[src/rtl/calc_driver.sv]
`default_nettype none
// ============================================================================
// Module   : calc_driver
// Brief    : Replays a valid/ready request on the calculator's enter/data_in
//            pins as spaced pulses, then returns the captured result.
//            Optional feature macro: CALC_DRIVER_ZERO_EN (adds rsp_zero).
// Revision : 1.0
// ============================================================================
module calc_driver #(
  parameter int SETUP = 2,
  parameter int PULSE = 2
) (
  input  logic       clk,
  input  logic       reset,
  input  logic       req_valid,
  output logic       req_ready,
  input  logic [7:0] req_a,
  input  logic [7:0] req_b,
  input  logic [3:0] req_op,
  output logic       rsp_valid,
  input  logic       rsp_ready,
  output logic [7:0] rsp_result,
`ifdef CALC_DRIVER_ZERO_EN
  output logic       rsp_zero,
`endif
  output logic       calc_reset,
  output logic       calc_enter,
  output logic [7:0] calc_data,
  input  logic [7:0] calc_result
);

  localparam logic [7:0] SETUP_TC = 8'(SETUP - 1);
  localparam logic [7:0] PULSE_TC = 8'(PULSE - 1);

  typedef enum logic [2:0] {RST_HOLD, PRIME, IDLE, RUN, CAPTURE, RESP} state_t;
  typedef enum logic [1:0] {SEG_SETUP, SEG_HIGH, SEG_LOW} seg_t;

  state_t     state_q;
  seg_t       seg_q;
  logic [7:0] cnt_q;
  logic [7:0] cnt_d;
  logic [1:0] phase_q;
  logic [7:0] b_q;
  logic [3:0] op_q;
  logic       req_ready_q;
  logic       rsp_valid_q;
  logic [7:0] rsp_result_q;
  logic       calc_reset_q;
  logic       calc_enter_q;
  logic [7:0] calc_data_q;
  logic       seg_tc;
  logic       pulse_done;
`ifdef CALC_DRIVER_ZERO_EN
  logic       rsp_zero_q;
`endif

  assign cnt_d      = cnt_q + 8'd1;
  assign seg_tc     = (seg_q == SEG_SETUP) ? (cnt_q == SETUP_TC) : (cnt_q == PULSE_TC);
  assign pulse_done = (seg_q == SEG_LOW) && seg_tc;

  always_ff @(posedge clk or posedge reset) begin
    if (reset) begin
      state_q      <= RST_HOLD;
      seg_q        <= SEG_SETUP;
      cnt_q        <= '0;
      phase_q      <= '0;
      b_q          <= '0;
      op_q         <= '0;
      req_ready_q  <= 1'b0;
      rsp_valid_q  <= 1'b0;
      rsp_result_q <= '0;
      calc_reset_q <= 1'b1;
      calc_enter_q <= 1'b0;
      calc_data_q  <= '0;
`ifdef CALC_DRIVER_ZERO_EN
      rsp_zero_q   <= 1'b0;
`endif
    end else begin
      // Pulse sequencer: setup (enter low), high, low; always ends back in SEG_SETUP with cnt 0
      if (state_q == PRIME || state_q == RUN) begin
        if (seg_tc) begin
          cnt_q <= '0;
          case (seg_q)
            SEG_SETUP: begin
              seg_q        <= SEG_HIGH;
              calc_enter_q <= 1'b1;
            end
            SEG_HIGH: begin
              seg_q        <= SEG_LOW;
              calc_enter_q <= 1'b0;
            end
            default: seg_q <= SEG_SETUP;
          endcase
        end else begin
          cnt_q <= cnt_d;
        end
      end

      case (state_q)
        RST_HOLD: begin
          calc_reset_q <= 1'b0;
          phase_q      <= '0;
          state_q      <= PRIME;
        end
        PRIME: begin
          // Three zero-data pulses walk the calculator S0->S3 and park it there
          if (pulse_done) begin
            phase_q <= phase_q + 2'd1;
            if (phase_q == 2'd2) begin
              state_q     <= IDLE;
              req_ready_q <= 1'b1;
            end
          end
        end
        IDLE: begin
          if (req_valid && req_ready_q) begin
            req_ready_q <= 1'b0;
            b_q         <= req_b;
            op_q        <= req_op;
            calc_data_q <= req_a;
            phase_q     <= '0;
            state_q     <= RUN;
          end
        end
        RUN: begin
          if (pulse_done) begin
            phase_q <= phase_q + 2'd1;
            case (phase_q)
              2'd0:       calc_data_q <= b_q;
              2'd1, 2'd2: calc_data_q <= {4'h0, op_q};
              default:    state_q     <= CAPTURE;
            endcase
          end
        end
        CAPTURE: begin
          rsp_result_q <= calc_result;
`ifdef CALC_DRIVER_ZERO_EN
          rsp_zero_q   <= (calc_result == 8'h00);
`endif
          rsp_valid_q  <= 1'b1;
          state_q      <= RESP;
        end
        RESP: begin
          if (rsp_ready) begin
            rsp_valid_q <= 1'b0;
            req_ready_q <= 1'b1;
            state_q     <= IDLE;
          end
        end
        default: state_q <= RST_HOLD;
      endcase
    end
  end

  assign req_ready  = req_ready_q;
  assign rsp_valid  = rsp_valid_q;
  assign rsp_result = rsp_result_q;
  assign calc_reset = calc_reset_q;
  assign calc_enter = calc_enter_q;
  assign calc_data  = calc_data_q;
`ifdef CALC_DRIVER_ZERO_EN
  assign rsp_zero   = rsp_zero_q;
`endif

endmodule

`default_nettype wire
[config.mk]
export PLATFORM = sky130hd
export DESIGN_NAME = calc_driver
export DESIGN_NICKNAME = d
export VERILOG_FILES = /design/src/rtl/calc_driver.sv
export SDC_FILE = /design/constraint.sdc
export NUM_CORES = 1
export LEC_CHECK = 0
export CAP_MARGIN = 20
export CORE_MARGIN = 10
export CORE_UTILIZATION = 40
export DETAILED_ROUTE_END_ITERATION = 10
export HOLD_SLACK_MARGIN = 0.06
export PLACE_DENSITY = 0.66
export SLEW_MARGIN = 30
export SYNTH_ARGS = -nofsm -noshare
export SYNTH_HDL_FRONTEND = slang
export SYNTH_SLANG_ARGS = --single-unit
[constraint.sdc]
create_clock -name clk -period 2.8 [get_ports clk]
set_input_delay 0.56 -clock clk [delete_from_list [all_inputs] [get_ports clk]]
set_output_delay 0.56 -clock clk [all_outputs]
set_load 0.01 [all_outputs]
# Yosys cells after proc, flatten, opt, wreduce, memory -nomap -nowiden
# Cells that the tools add are included.
# totals
ff_bits,47
output_inout_bits,20
word_cells,78
# classes
n_addsub,2
eq_ne,18
muxes,24
reduce_logical,22
# ops
op,n
8-bit one-hot mux with 2 select lines,2
8-bit 2-to-1 mux,3
3-bit 2-to-1 mux,6
3-bit one-hot mux with 6 select lines,1
"2-bit != test, second input constant",5
"8-bit by 1-bit adder with 8-bit output, second input constant",1
"8-bit by 1-bit == test with 1-bit output, second input constant",1
"3-bit by 2-bit == test with 1-bit output, second input constant",2
"3-bit == test, second input constant",2
2-bit one-hot mux with 3 select lines,1
2-bit AND reduction,3
3-bit AND reduction,2
6-bit AND reduction,1
2-bit nonzero test,3
3-bit nonzero test,2
1-bit 2-to-1 mux,5
5-bit AND reduction,1
"2-bit by 1-bit == test with 1-bit output, second input constant",2
"2-bit == test, second input constant",2
2-bit logical NOT,2
2-bit 2-to-1 mux,2
"2-bit by 1-bit != test with 1-bit output, second input constant",2
1-bit one-hot mux with 2 select lines,2
2-bit one-hot mux with 2 select lines,1
10 further kinds,12

# Longest topological paths before layout
# Gate-level depths: netlist of the first run.
# logic_depth
depth_word,5
mapped_depth,7
mapped_depth_nobuf,6

# Worst setup path after synthesis of the first run
# Ideal clock, no wire load.
# synth_path
kind,register -> register
start,register phase_q[0]
end,"register calc_data_q[0], in the netlist calc_data[0]"
t_arrival_ns,1.878
t_required_ns,2.674
setup_slack_ns,0.796
stages_incl_launch_ff,7
n_path_buf,1
period_less_slack_ns,2.004
cell_sequence,dfrtp_1 inv_1 ha_1 clkbuf_1 o2111ai_2 a211o_4 a221o_1
# synth_via
elab_chain_cells,5
elab_cells_between_ends,9
# synth_lines
item,line,rtl
"start, declared",42,logic [1:0] phase_q;
"start signal, assigned",108,phase_q <= phase_q + 2'd1;
"start signal, assigned",127,phase_q <= phase_q + 2'd1;
2-bit == test or 2-bit by 1-bit == test with 1-bit output (tied branches),128,case (phase_q)
2-bit OR reduction,--,
8-bit one-hot mux with 2 select lines,128,
8-bit 2-to-1 mux,126,if (pulse_done) begin
8-bit one-hot mux with 2 select lines,99,case (state_q)
"end signal, assigned",120,calc_data_q <= req_a;
"end signal, assigned",129,2'd0: calc_data_q <= b_q;
"end signal, assigned",130,"2'd1, 2'd2: calc_data_q <= {4'h0, op_q};"
"end, declared",50,logic [7:0] calc_data_q;
# Parallel ways exist; a longest one is shown, timed or not. The select of a mux whose other input is x is not followed.
# A chain may end at the register's enable or synchronous reset.

# Final worst setup path of the first run
# layout_path
start,register phase_q[0]
end,"register calc_data_q[7], in the netlist calc_data[7]"
# The elaborated chain is that of the path after synthesis.

==> results.rst, run 1 <==
.. list-table::
   :header-rows: 1

   * - Metric
     - Value
   * - Run status
     - finished clean
   * - CTS hold repair buffers
     - 0
   * - Number of nets with antenna violations after detailed routing
     - 0
   * - Max Slew Vio Count
     - 0
   * - Root buffer cell
     - clkbuf_8
   * - Cells along the critical path
     - inv_1 -> ha_1 -> or4bb_1 -> nor4_2 -> a22o_1 -> a21o_2
   * - Synthesized instance count
     - 183
   * - Dominant register cell in the synthesized netlist
     - dfrtp_1
   * - Area growth from synthesis to final layout
     - 30.9%
   * - Total number of nets in the final design
     - between 200 and 300
   * - Areal power density over the cells
     - 394 nW/um2
   * - R2r setup slk
     - 700 ps
   * - Number of synthesized register bits
     - 47
   * - # H-tree levels
     - 2
   * - Worst Skew
     - 5.00 ps
   * - Per-cell routed wire length
     - ~15 um
   * - Rows
     - 27
   * - Worst Hold Slack
     - between 400 and 500 ps
   * - Worst min-delay path class
     - reg -> reg
   * - Total wire length
     - ~4.7 mm
   * - Clock-pin transition on the worst setup and hold timing paths
     - 80 ps
   * - Worst Setup End Kind
     - flop
   * - Diodes inserted
     - 0
   * - Post-CTS Setup Bufs
     - 0
   * - Worst Reg-to-Reg Cells
     - 6
   * - Count of vias placed by the detailed router
     - between 1.5k and 2k
   * - DP HPWL
     - 3.52 mm
   * - Cells resized by post-CTS repair
     - 0
   * - Unrepaired setup endpoints after global routing
     - no
   * - Maximum Capacitance Violations
     - 0
   * - Total design power
     - about 1100 uW
   * - Post-synth EDFFs
     - 0
   * - Worst Tran Pin Value
     - 684 ps
   * - Clock Sink Count
     - 47
   * - Starting DRC count in detailed routing
     - 68
   * - Total Negative Setup Slacks
     - 0 ps
   * - Highest-delay cell along the critical path
     - or4bb_1
   * - Critical path class
     - reg -> reg
   * - Final worst-path cycle share
     - 0.751
   * - Worst reg2reg startpoint
     - phase_q[0]
   * - Flip-flop and latch area
     - 1180 um2
   * - Register area share after synthesis
     - 0.528
   * - Final critical-path required period
     - 2100 ps
   * - Yosys warnings
     - 0
   * - Global route total overflow
     - 0
   * - Cells on Worst Hold Path
     - 1
   * - Critical Path Start Type
     - flop
   * - Residual DRC count
     - 0
   * - Critical hold path startpoint
     - calc_reset
   * - Number of iterations in the first detailed-routing pass
     - 4
   * - Core Footprint
     - 5470 um2
   * - Antenna violations before repair
     - 0
   * - Ratio of cells with drive above 1 in the final layout
     - 0.191
   * - Final hold violation count
     - 0
   * - Hold EP
     - calc_reset
   * - Final-layout fill cell count
     - 471
   * - GRT Overall Usage
     - 0.110
   * - Ys async rst share
     - 1.00
   * - Mapped Area
     - 2230 um2
   * - Number of placed I/O pins
     - 52
   * - TritonCTS clock tree
     - built
   * - Net count of the mapped netlist
     - 220
   * - Highest attainable clock frequency
     - 0.475 GHz
   * - Vias per std cell
     - 5.26
   * - Final estimated routing congestion in global placement
     - 0.780
   * - Leakage power figure
     - 0.00129 uW
   * - Worst-path maximum fanout
     - 7
   * - Die footprint
     - ~9000 um2
   * - Util after Layout
     - 0.533
   * - Effective utilization at floorplan
     - 0.407
   * - Clock buffer count from CTS
     - 5
   * - Count of input and output buffers
     - 51
   * - Cell Count, Final, Fillers Out
     - about 310
   * - Via count of the first global-routing pass
     - ~1.7k
   * - Signal arrival time at the worst endpoint
     - 2340 ps
   * - Mapped Avg Cell Area
     - 12.2 um2
   * - Max Buffers Root-to-Sink
     - 2
   * - Relative max-transition margin
     - 0.542
   * - First-pass GRT wire length
     - 8.01 mm
   * - Insertion delay of the later-clocked pin in the worst-skew pair
     - 290 ps
   * - Vertical extent of the die
     - 94.7 um
   * - Combined area of the multi-input logic cells
     - 992 um2
   * - Reg-to-reg critical path endpoint
     - calc_data[7]
   * - Final setup violation count
     - 0
   * - Worst-case vdd ir drop
     - 0.000348 V
   * - Floorplan die width
     - 94.7 um
   * - Largest net degree at the start of global routing
     - 48
   * - Worst EP required
     - 3040 ps
   * - Placed instance count
     - 300
   * - Largest incremental delay on the critical path
     - 540 ps
   * - Number of different library cells in the post-synthesis netlist
     - between 40 and 50
placed cells by master, fill, tap and decap left out, types with 3 or more instances in the layout:
cell,n
a21o_1,3
a21o_2,4
a21oi_1,4
a221o_1,4
a22o_1,4
clkbuf_8,6
clkdlybuf4s50_1,51
dfrtp_1,46
ha_1,5
inv_1,7
mux2_2,20
mux2i_1,5
nand2_1,8
nand3_1,3
nand4_1,6
nor2_1,3
nor3_1,5
nor3_2,3
o21ai_0,6
or3_1,3
xnor2_1,5
critical path, delay by kind of cell, from the launching register on:
family | cells | cell delay (ps)
AO/OA/AOI/OAI | 2 | 280
adder cells (fa/ha/maj) | 1 | 430
buffers and inverters | 1 | 90
flip-flops | 1 | 370
AND/OR/NAND/NOR | 2 | 870
worst max path at each step:
stage                           from      endpoint  slack (ps)  cells past startpoint
final                     phase_q[0]  calc_data[7]         700                      6
after global routing      phase_q[0]  calc_data[5]         540                      6
after CTS                 phase_q[0]  calc_data[4]         650                      6
after detailed placement  phase_q[0]  calc_data[4]         680                      6
after global placement    phase_q[0]  calc_data[7]         680                      6
after floorplan           phase_q[0]  calc_data[0]         800                      6
kinds of logic after synthesis:
logic type	after synthesis	synth area share
adders and majority gates	5	0.0281
DFF	47	0.528
and+or+nand+nor	49	0.141
AOI/OAI and AO/OA	36	0.131
xor gates and xnor gates	5	0.0196
muxes	25	0.123
buffers and inverters	16	0.0292
sequential cells by signal, summed over array words and instances, names as in the netlist:
signal	count
b_q	8
calc_data	8
cnt_q	8
rsp_result	8
op_q	4
state_q	3
phase_q	2
seg_q	2
calc_enter	1
calc_reset	1
req_ready	1
rsp_valid	1
cell type report:
class	count	share of cell area
Clock inverter	1	0.00171
Sequential cell	47	0.403
Clock buffer	7	0.0296
Tap cell	72	0.0309
Multi-Input combinational cell	120	0.340
Inverter	8	0.0103
Timing Repair Buffer	53	0.184
cells in the mapped netlist, types with 3 or more instances:
cell      count  area, um2
a21o_1        3       22.5
a21o_2        4       35.0
a21oi_1       4       20.0
a221o_1       4       40.0
a22o_1        4       35.0
buf_2         4       20.0
clkbuf_1      4       15.0
dfrtp_1      46       1150
ha_1          5       62.6
inv_1         8       30.0
mux2_2       20        225
mux2i_1       5       50.1
nand2_1       8       30.0
nand3_1       3       15.0
nand4_1       6       37.5
nor2_1        3       11.3
nor3_1        6       30.0
o21ai_0       6       30.0
or3_1         3       18.8
xnor2_1       5       43.8
power breakdown:
part	switching, uW	internal, uW
Combinational	20.0	40.9
Sequential	0	678
Clock	211	199
per-layer routing:
layer / track usage / vias up / part of all wire
li1: - / 778 / -
met1: 0.139 / 783 / 0.47
met2: 0.167 / 51 / 0.43
met3: 0.0468 / 9 / 0.089
met4: 0.0337 / 0 / 0.014
met5: 0 / - / 0
per-stage QoR:
stage          setup WS (ps)  area [um2]
2_1_floorplan            796        2230
3_3_place_gp             680        2830
3_5_place_dp             682        2830
4_1_cts                  652        2920
6_report                 696        2920
5_1_grt                  537        2920
Power figures use the tool's default switching activity.
==> run 2: changes to the inputs <==
==> constraint.sdc (replaced) <==
create_clock -name clk -period 2.1 [get_ports clk]
set_input_delay 0.42 -clock clk [delete_from_list [all_inputs] [get_ports clk]]
set_output_delay 0.42 -clock clk [all_outputs]
set_load 0.01 [all_outputs]
==> results.rst, run 2 (synthesis gave the netlist of run 1 again) <==
.. list-table::
   :header-rows: 1

   * - Metric
     - Value
   * - Highest attainable clock frequency
     - 0.517 GHz (+8.9%)
   * - # H-tree levels
     - 2 (unchanged)
   * - Flip-flop and latch area
     - 1180 um2 (unchanged)
   * - Final setup violation count
     - 0 (unchanged)
   * - Combined buffer and inverter count along the critical path
     - 1 (unchanged)
   * - Cells along the critical path
     - inv_1 -> ha_1 -> nor4b_4 -> o2111ai_2 -> a211o_4 -> a221o_1
   * - Via count of the first global-routing pass
     - 1705 (+1.0%)
   * - Insertion delay of the later-clocked pin in the worst-skew pair
     - 300 ps (about the same)
   * - Worst-path maximum fanout
     - 8 (+1)
   * - Largest net degree at the start of global routing
     - 32 (-33%)
   * - Worst-case vdd ir drop
     - 0.000300 V (-14%)
   * - Per-cell routed wire length
     - 16.0 um (+4.8%)
   * - Area growth from synthesis to final layout
     - 35.3%
   * - Floorplan die width
     - 94.7 um (unchanged)
   * - Worst path top cell family by delay
     - compound AO/OA/AOI/OAI gates
   * - Vertical extent of the die
     - 94.7 um (unchanged)
   * - Max Buffers Root-to-Sink
     - 2 (unchanged)
   * - DP HPWL
     - 3.83 mm (+8.9%)
   * - Clock Sink Count
     - 47 (unchanged)
   * - Global route total overflow
     - 0 (unchanged)
   * - Most frequent cells in the layout
     - clkdlybuf4s50_1, dfrtp_1, mux2_2, buf_4, nand2_1
   * - Rows
     - 27 (unchanged)
   * - Die footprint
     - 8960 um2 (unchanged)
   * - Worst min-delay path class
     - in -> async
   * - Total number of nets in the final design
     - 281 (+3.3%)
   * - Post-detailed-placement cell area
     - 2900 um2 (+2.6%)
   * - Effective utilization at floorplan
     - 0.407 (unchanged)
   * - Starting DRC count in detailed routing
     - 64 (-5.9%)
   * - Post-route cell area
     - 3020 um2 (+3.3%)
   * - Relative max-transition margin
     - 0.746 (+0.205)
   * - Areal power density over the cells
     - 523 nW/um2 (+33%)
   * - Worst EP required
     - 2290 ps (-750 ps)
   * - Critical path class
     - reg -> reg
   * - Total Negative Setup Slacks
     - 0 ps (unchanged)
   * - Final estimated routing congestion in global placement
     - 0.779 (-0.15%)
   * - Highest-delay cell along the critical path
     - dfrtp_1
   * - Clock-pin transition on the worst setup and hold timing paths
     - 80 ps (about the same)
   * - Run status
     - finished clean
   * - Maximum Capacitance Violations
     - 0 (unchanged)
   * - Final critical-path required period
     - 1930 ps (-171 ps)
   * - Unrepaired setup endpoints after global routing
     - no
   * - Final worst-path cycle share
     - 0.920 (+0.169)
   * - Root buffer cell
     - clkbuf_8
   * - Number of iterations in the first detailed-routing pass
     - 4 (unchanged)
   * - Combined area of the multi-input logic cells
     - 1000 um2 (+0.88%)
   * - Diodes inserted
     - 0 (unchanged)
   * - Count of input and output buffers
     - 51 (unchanged)
   * - Signal arrival time at the worst endpoint
     - 2120 ps (-220 ps)
   * - Count of vias placed by the detailed router
     - 1650 (+1.8%)
   * - Clock buffer count from CTS
     - 5 (unchanged)
   * - Commonest non-fill, non-tap cell in the layout
     - clkdlybuf4s50_1
   * - Antenna violations before repair
     - 0 (unchanged)
   * - CTS hold repair buffers
     - 0 (unchanged)
   * - First-pass GRT wire length
     - 8.51 mm (+6.2%)
   * - Leakage power figure
     - 0.00134 uW (+4.1%)
   * - Number of placed I/O pins
     - 52 (unchanged)
   * - Number of nets with antenna violations after detailed routing
     - 0 (unchanged)
   * - TritonCTS clock tree
     - built
   * - Final hold violation count
     - 0 (unchanged)
   * - Core Footprint
     - 5470 um2 (unchanged)
   * - GRT Overall Usage
     - 0.118 (+0.00841)
   * - Worst Tran Pin Value
     - 380 ps (-304 ps)
   * - Largest incremental delay on the critical path
     - 430 ps (-110 ps)
   * - Max Slew Vio Count
     - 0 (unchanged)
   * - Final-layout fill cell count
     - 521 (+11%)
   * - Vias per std cell
     - 5.21 (-1.1%)
   * - Residual DRC count
     - 0 (unchanged)
   * - Critical Path Start Type
     - flop
   * - Ratio of cells with drive above 1 in the final layout
     - 0.220 (+0.0297)
   * - Worst Skew
     - 4.93 ps (-0.0675 ps)
   * - Total wire length
     - 5.07 mm (+7.9%)
   * - Worst Setup End Kind
     - flop
run 2: per-layer routing:
metal	routed length, um	up-vias	GRT usage	share of wire
li1	-	799	-	-
met1	2390	796	0.154	0.47
met2	2220	49	0.180	0.44
met3	403	6	0.0460	0.080
met4	50	0	0.0299	0.0099
met5	0	-	0	0
run 2: repair_timing:
item	in CTS	in global routing
setup buffers	0	1
endpoints found under the setup margin	0	7
resized for setup	0	1
run 2: final timing paths:
kind,from,end,slack [ps],depth (start not counted)
max in group asynchronous,reset,b_q[6],1180,3
max,cnt_q[1],calc_data[3],170,6
max reg2reg,cnt_q[1],calc_data[3],170,6
min reg2reg,calc_reset,calc_reset,460,1
min,reset,rsp_result[0],420,2
min in group clk,calc_reset,calc_reset,460,1
run 2: where the power goes:
part	internal, uW	switching [uW]
Combinational	54.2	27.1
Clock	301	291
Sequential	904	0
Total	1260	318
run 2: stage by stage:
step | power, uW | hold slack [ps] | setup slack, ps | cells | util
2_1_floorplan | 936 | 466 | 96.3 | 183 | -
3_3_place_gp | 1000 | 450 | 183 | 308 | 0.530
3_5_place_dp | 1010 | 448 | 130 | 308 | 0.530
4_1_cts | 1600 | 421 | 98.4 | 316 | 0.548
5_1_grt | 1640 | 457 | 0.625 | 317 | 0.551
6_report | 1580 | 418 | 167 | 317 | 0.551
run 2: cell type report:
type | count | area share
clock buffers | 8 | 0.0332
inverters | 8 | 0.00995
multi-input cells | 120 | 0.332
flip-flops and latches | 47 | 0.390
well taps | 72 | 0.0299
repair buffers | 62 | 0.205
==> run 3: changes to the inputs <==
--- a/config.mk
+++ b/config.mk
@@ -15,3 +15,4 @@
 export SYNTH_ARGS = -nofsm -noshare
 export SYNTH_HDL_FRONTEND = slang
 export SYNTH_SLANG_ARGS = --single-unit
+export TNS_END_PERCENT = 30
==> results.rst, run 3 (synthesis gave the netlist of run 1 again) <==
.. list-table::
   :header-rows: 1

   * - Metric
     - Value
   * - Largest incremental delay on the critical path
     - 430 ps (about the same)
   * - Highest-delay cell along the critical path
     - dfrtp_1
   * - Worst Tran Pin Value
     - 381 ps (+0.453 ps)
   * - Highest attainable clock frequency
     - 0.519 GHz (+0.28%)
   * - Per-cell routed wire length
     - 16.0 um (about the same)
   * - Root buffer cell
     - clkbuf_8
   * - Post-detailed-placement cell area
     - 2900 um2 (unchanged)
   * - Commonest non-fill, non-tap cell in the layout
     - clkdlybuf4s50_1
   * - Total wire length
     - 5.05 mm (-0.41%)
   * - Max Buffers Root-to-Sink
     - 2 (unchanged)
   * - Worst Setup End Kind
     - flop
   * - Vertical extent of the die
     - 94.7 um (unchanged)
   * - R2r setup slk
     - 170 ps (about the same)
   * - Run status
     - finished clean
   * - Starting DRC count in detailed routing
     - 58 (-9.4%)
   * - GRT Overall Usage
     - 0.118 (unchanged)
   * - Rows
     - 27 (unchanged)
   * - Antenna violations before repair
     - 0 (unchanged)
   * - Via count of the first global-routing pass
     - 1705 (unchanged)
   * - Floorplan die width
     - 94.7 um (unchanged)
   * - Final hold violation count
     - 0 (unchanged)
   * - Worst Hold Slack
     - 418 ps (+0.212 ps)
   * - Final setup violation count
     - 0 (unchanged)
   * - TritonCTS clock tree
     - built
   * - Total number of nets in the final design
     - 280 (-0.36%)
   * - Maximum Capacitance Violations
     - 0 (unchanged)
   * - Clock Sink Count
     - 47 (unchanged)
   * - Diodes inserted
     - 0 (unchanged)
   * - Global route total overflow
     - 0 (unchanged)
   * - Die footprint
     - 8960 um2 (unchanged)
   * - Number of iterations in the first detailed-routing pass
     - 4 (unchanged)
   * - Post-CTS Setup Bufs
     - 0 (unchanged)
   * - CTS hold repair buffers
     - 0 (unchanged)
   * - Max Slew Vio Count
     - 0 (unchanged)
   * - Critical Path Start Type
     - flop
   * - Count of input and output buffers
     - 51 (unchanged)
   * - Final worst-path cycle share
     - 0.918 (-0.00261)
   * - Worst-path maximum fanout
     - 8 (unchanged)
   * - Area growth from synthesis to final layout
     - 35.0%
   * - Core Footprint
     - 5470 um2 (unchanged)
   * - Effective utilization at floorplan
     - 0.407 (unchanged)
   * - Clock buffer count from CTS
     - 5 (unchanged)
   * - First-pass GRT wire length
     - 8.51 mm (unchanged)
   * - Worst min-delay path class
     - in -> async
   * - Count of vias placed by the detailed router
     - 1638 (-0.73%)
   * - Final estimated routing congestion in global placement
     - 0.779 (unchanged)
   * - Largest net degree at the start of global routing
     - 32 (unchanged)
   * - Cells along the critical path
     - inv_1 -> ha_1 -> nor4b_4 -> o2111ai_2 -> a211o_4 -> a221o_1
   * - Worst Skew
     - 4.17 ps (-0.766 ps)
   * - Leakage power figure
     - 0.00134 uW (-0.41%)
   * - Most frequent cells in the layout
     - clkdlybuf4s50_1, dfrtp_1, mux2_2, nand2_1, buf_4
   * - Residual DRC count
     - 0 (unchanged)
   * - Number of nets with antenna violations after detailed routing
     - 0 (unchanged)
   * - Final-layout fill cell count
     - 521 (unchanged)
   * - DP HPWL
     - 3.83 mm (unchanged)
   * - Unrepaired setup endpoints after global routing
     - yes
   * - Clock-pin transition on the worst setup and hold timing paths
     - 80 ps (about the same)
   * - Final critical-path required period
     - 1930 ps (-5.49 ps)
   * - Areal power density over the cells
     - 524 nW/um2 (+0.18%)
   * - Vias per std cell
     - 5.18 (-0.41%)
   * - Insertion delay of the later-clocked pin in the worst-skew pair
     - 300 ps (about the same)
   * - Cells resized by post-CTS repair
     - 0 (unchanged)
   * - Relative max-transition margin
     - 0.746 (about the same)
   * - Worst Reg-to-Reg Cells
     - 6 (unchanged)
   * - Ratio of cells with drive above 1 in the final layout
     - 0.217 (-0.00320)
   * - # H-tree levels
     - 2 (unchanged)
   * - Worst EP required
     - 2290 ps (about the same)
   * - Signal arrival time at the worst endpoint
     - 2110 ps (about the same)
   * - Number of placed I/O pins
     - 52 (unchanged)
   * - Critical path class
     - reg -> reg
   * - Post-route cell area
     - 3010 um2 (-0.25%)
   * - Worst-case vdd ir drop
     - 0.000300 V (about the same)
==> run 3: cell types whose count changed in the layout (fill, tap and decap cells not counted) <==
| cell | before | now |
|---|---|---|
| buf_4 | 9 | 8 |
==> run 3: cell type report <==
| cell class | count | area, um2 | area share |
|---|---|---|---|
| flip-flops and latches | 47 | 1180 | 0.391 |
| multi-input cells | 120 | 1000 | 0.333 |
| repair buffers | 61 | 611 | 0.203 |
| clock buffers | 8 | 100 | 0.0333 |
| well taps | 72 | 90.1 | 0.0299 |
| inverters | 8 | 30.0 | 0.00998 |
==> run 3: path summary, 6_finish.rpt <==
check / startpoint / end
worst max-delay path: cnt_q[1] / calc_data[3]
worst min-delay path: reset / rsp_result[0]
worst max register to register: cnt_q[1] / calc_data[3]
worst min register to register: calc_reset / calc_reset
max in group asynchronous: reset / b_q[6]
min in group clk: calc_reset / calc_reset
==> run 3: per-stage QoR <==
stage / utilization / cells / TNS, ps / setup slack, ps / total power (uW)
CTS: 0.548 / 316 / 0 / 98.4 / 1600
detailed placement: 0.530 / 308 / 0 / 130 / 1010
global route: 0.550 / 316 / -10.7 / -10.7 / 1640
finish: 0.550 / 316 / 0 / 173 / 1580
floorplan: - / 183 / 0 / 96.3 / 936
global placement: 0.530 / 308 / 0 / 183 / 1000
==> run 3: report_power, final <==
| group | internal [uW] | switching, uW | leakage (uW) |
|---|---|---|---|
| clock network | 301 | 290 | 0.0000515 |
| registers | 904 | 0 | 0.000638 |
| logic | 54.2 | 27.1 | 0.000648 |
| total | 1260 | 317 | 0.00134 |
==> run 3: layer usage <==
layer / wire, um / up-vias / GRT usage
met5: 0 / - / 0
met4: 50 / 0 / 0.0299
met3: 383 / 6 / 0.0460
met2: 2210 / 47 / 0.180
met1: 2400 / 788 / 0.154
li1: - / 797 / -
==> run 3: critical path, delay by kind of cell (launching register included) <==
family / cells / cell delay (ps)
AOI/OAI and AO/OA: 3 / 890
adders and majority gates: 1 / 160
buffers and inverters: 1 / 90
DFF: 1 / 430
and+or+nand+nor: 1 / 250
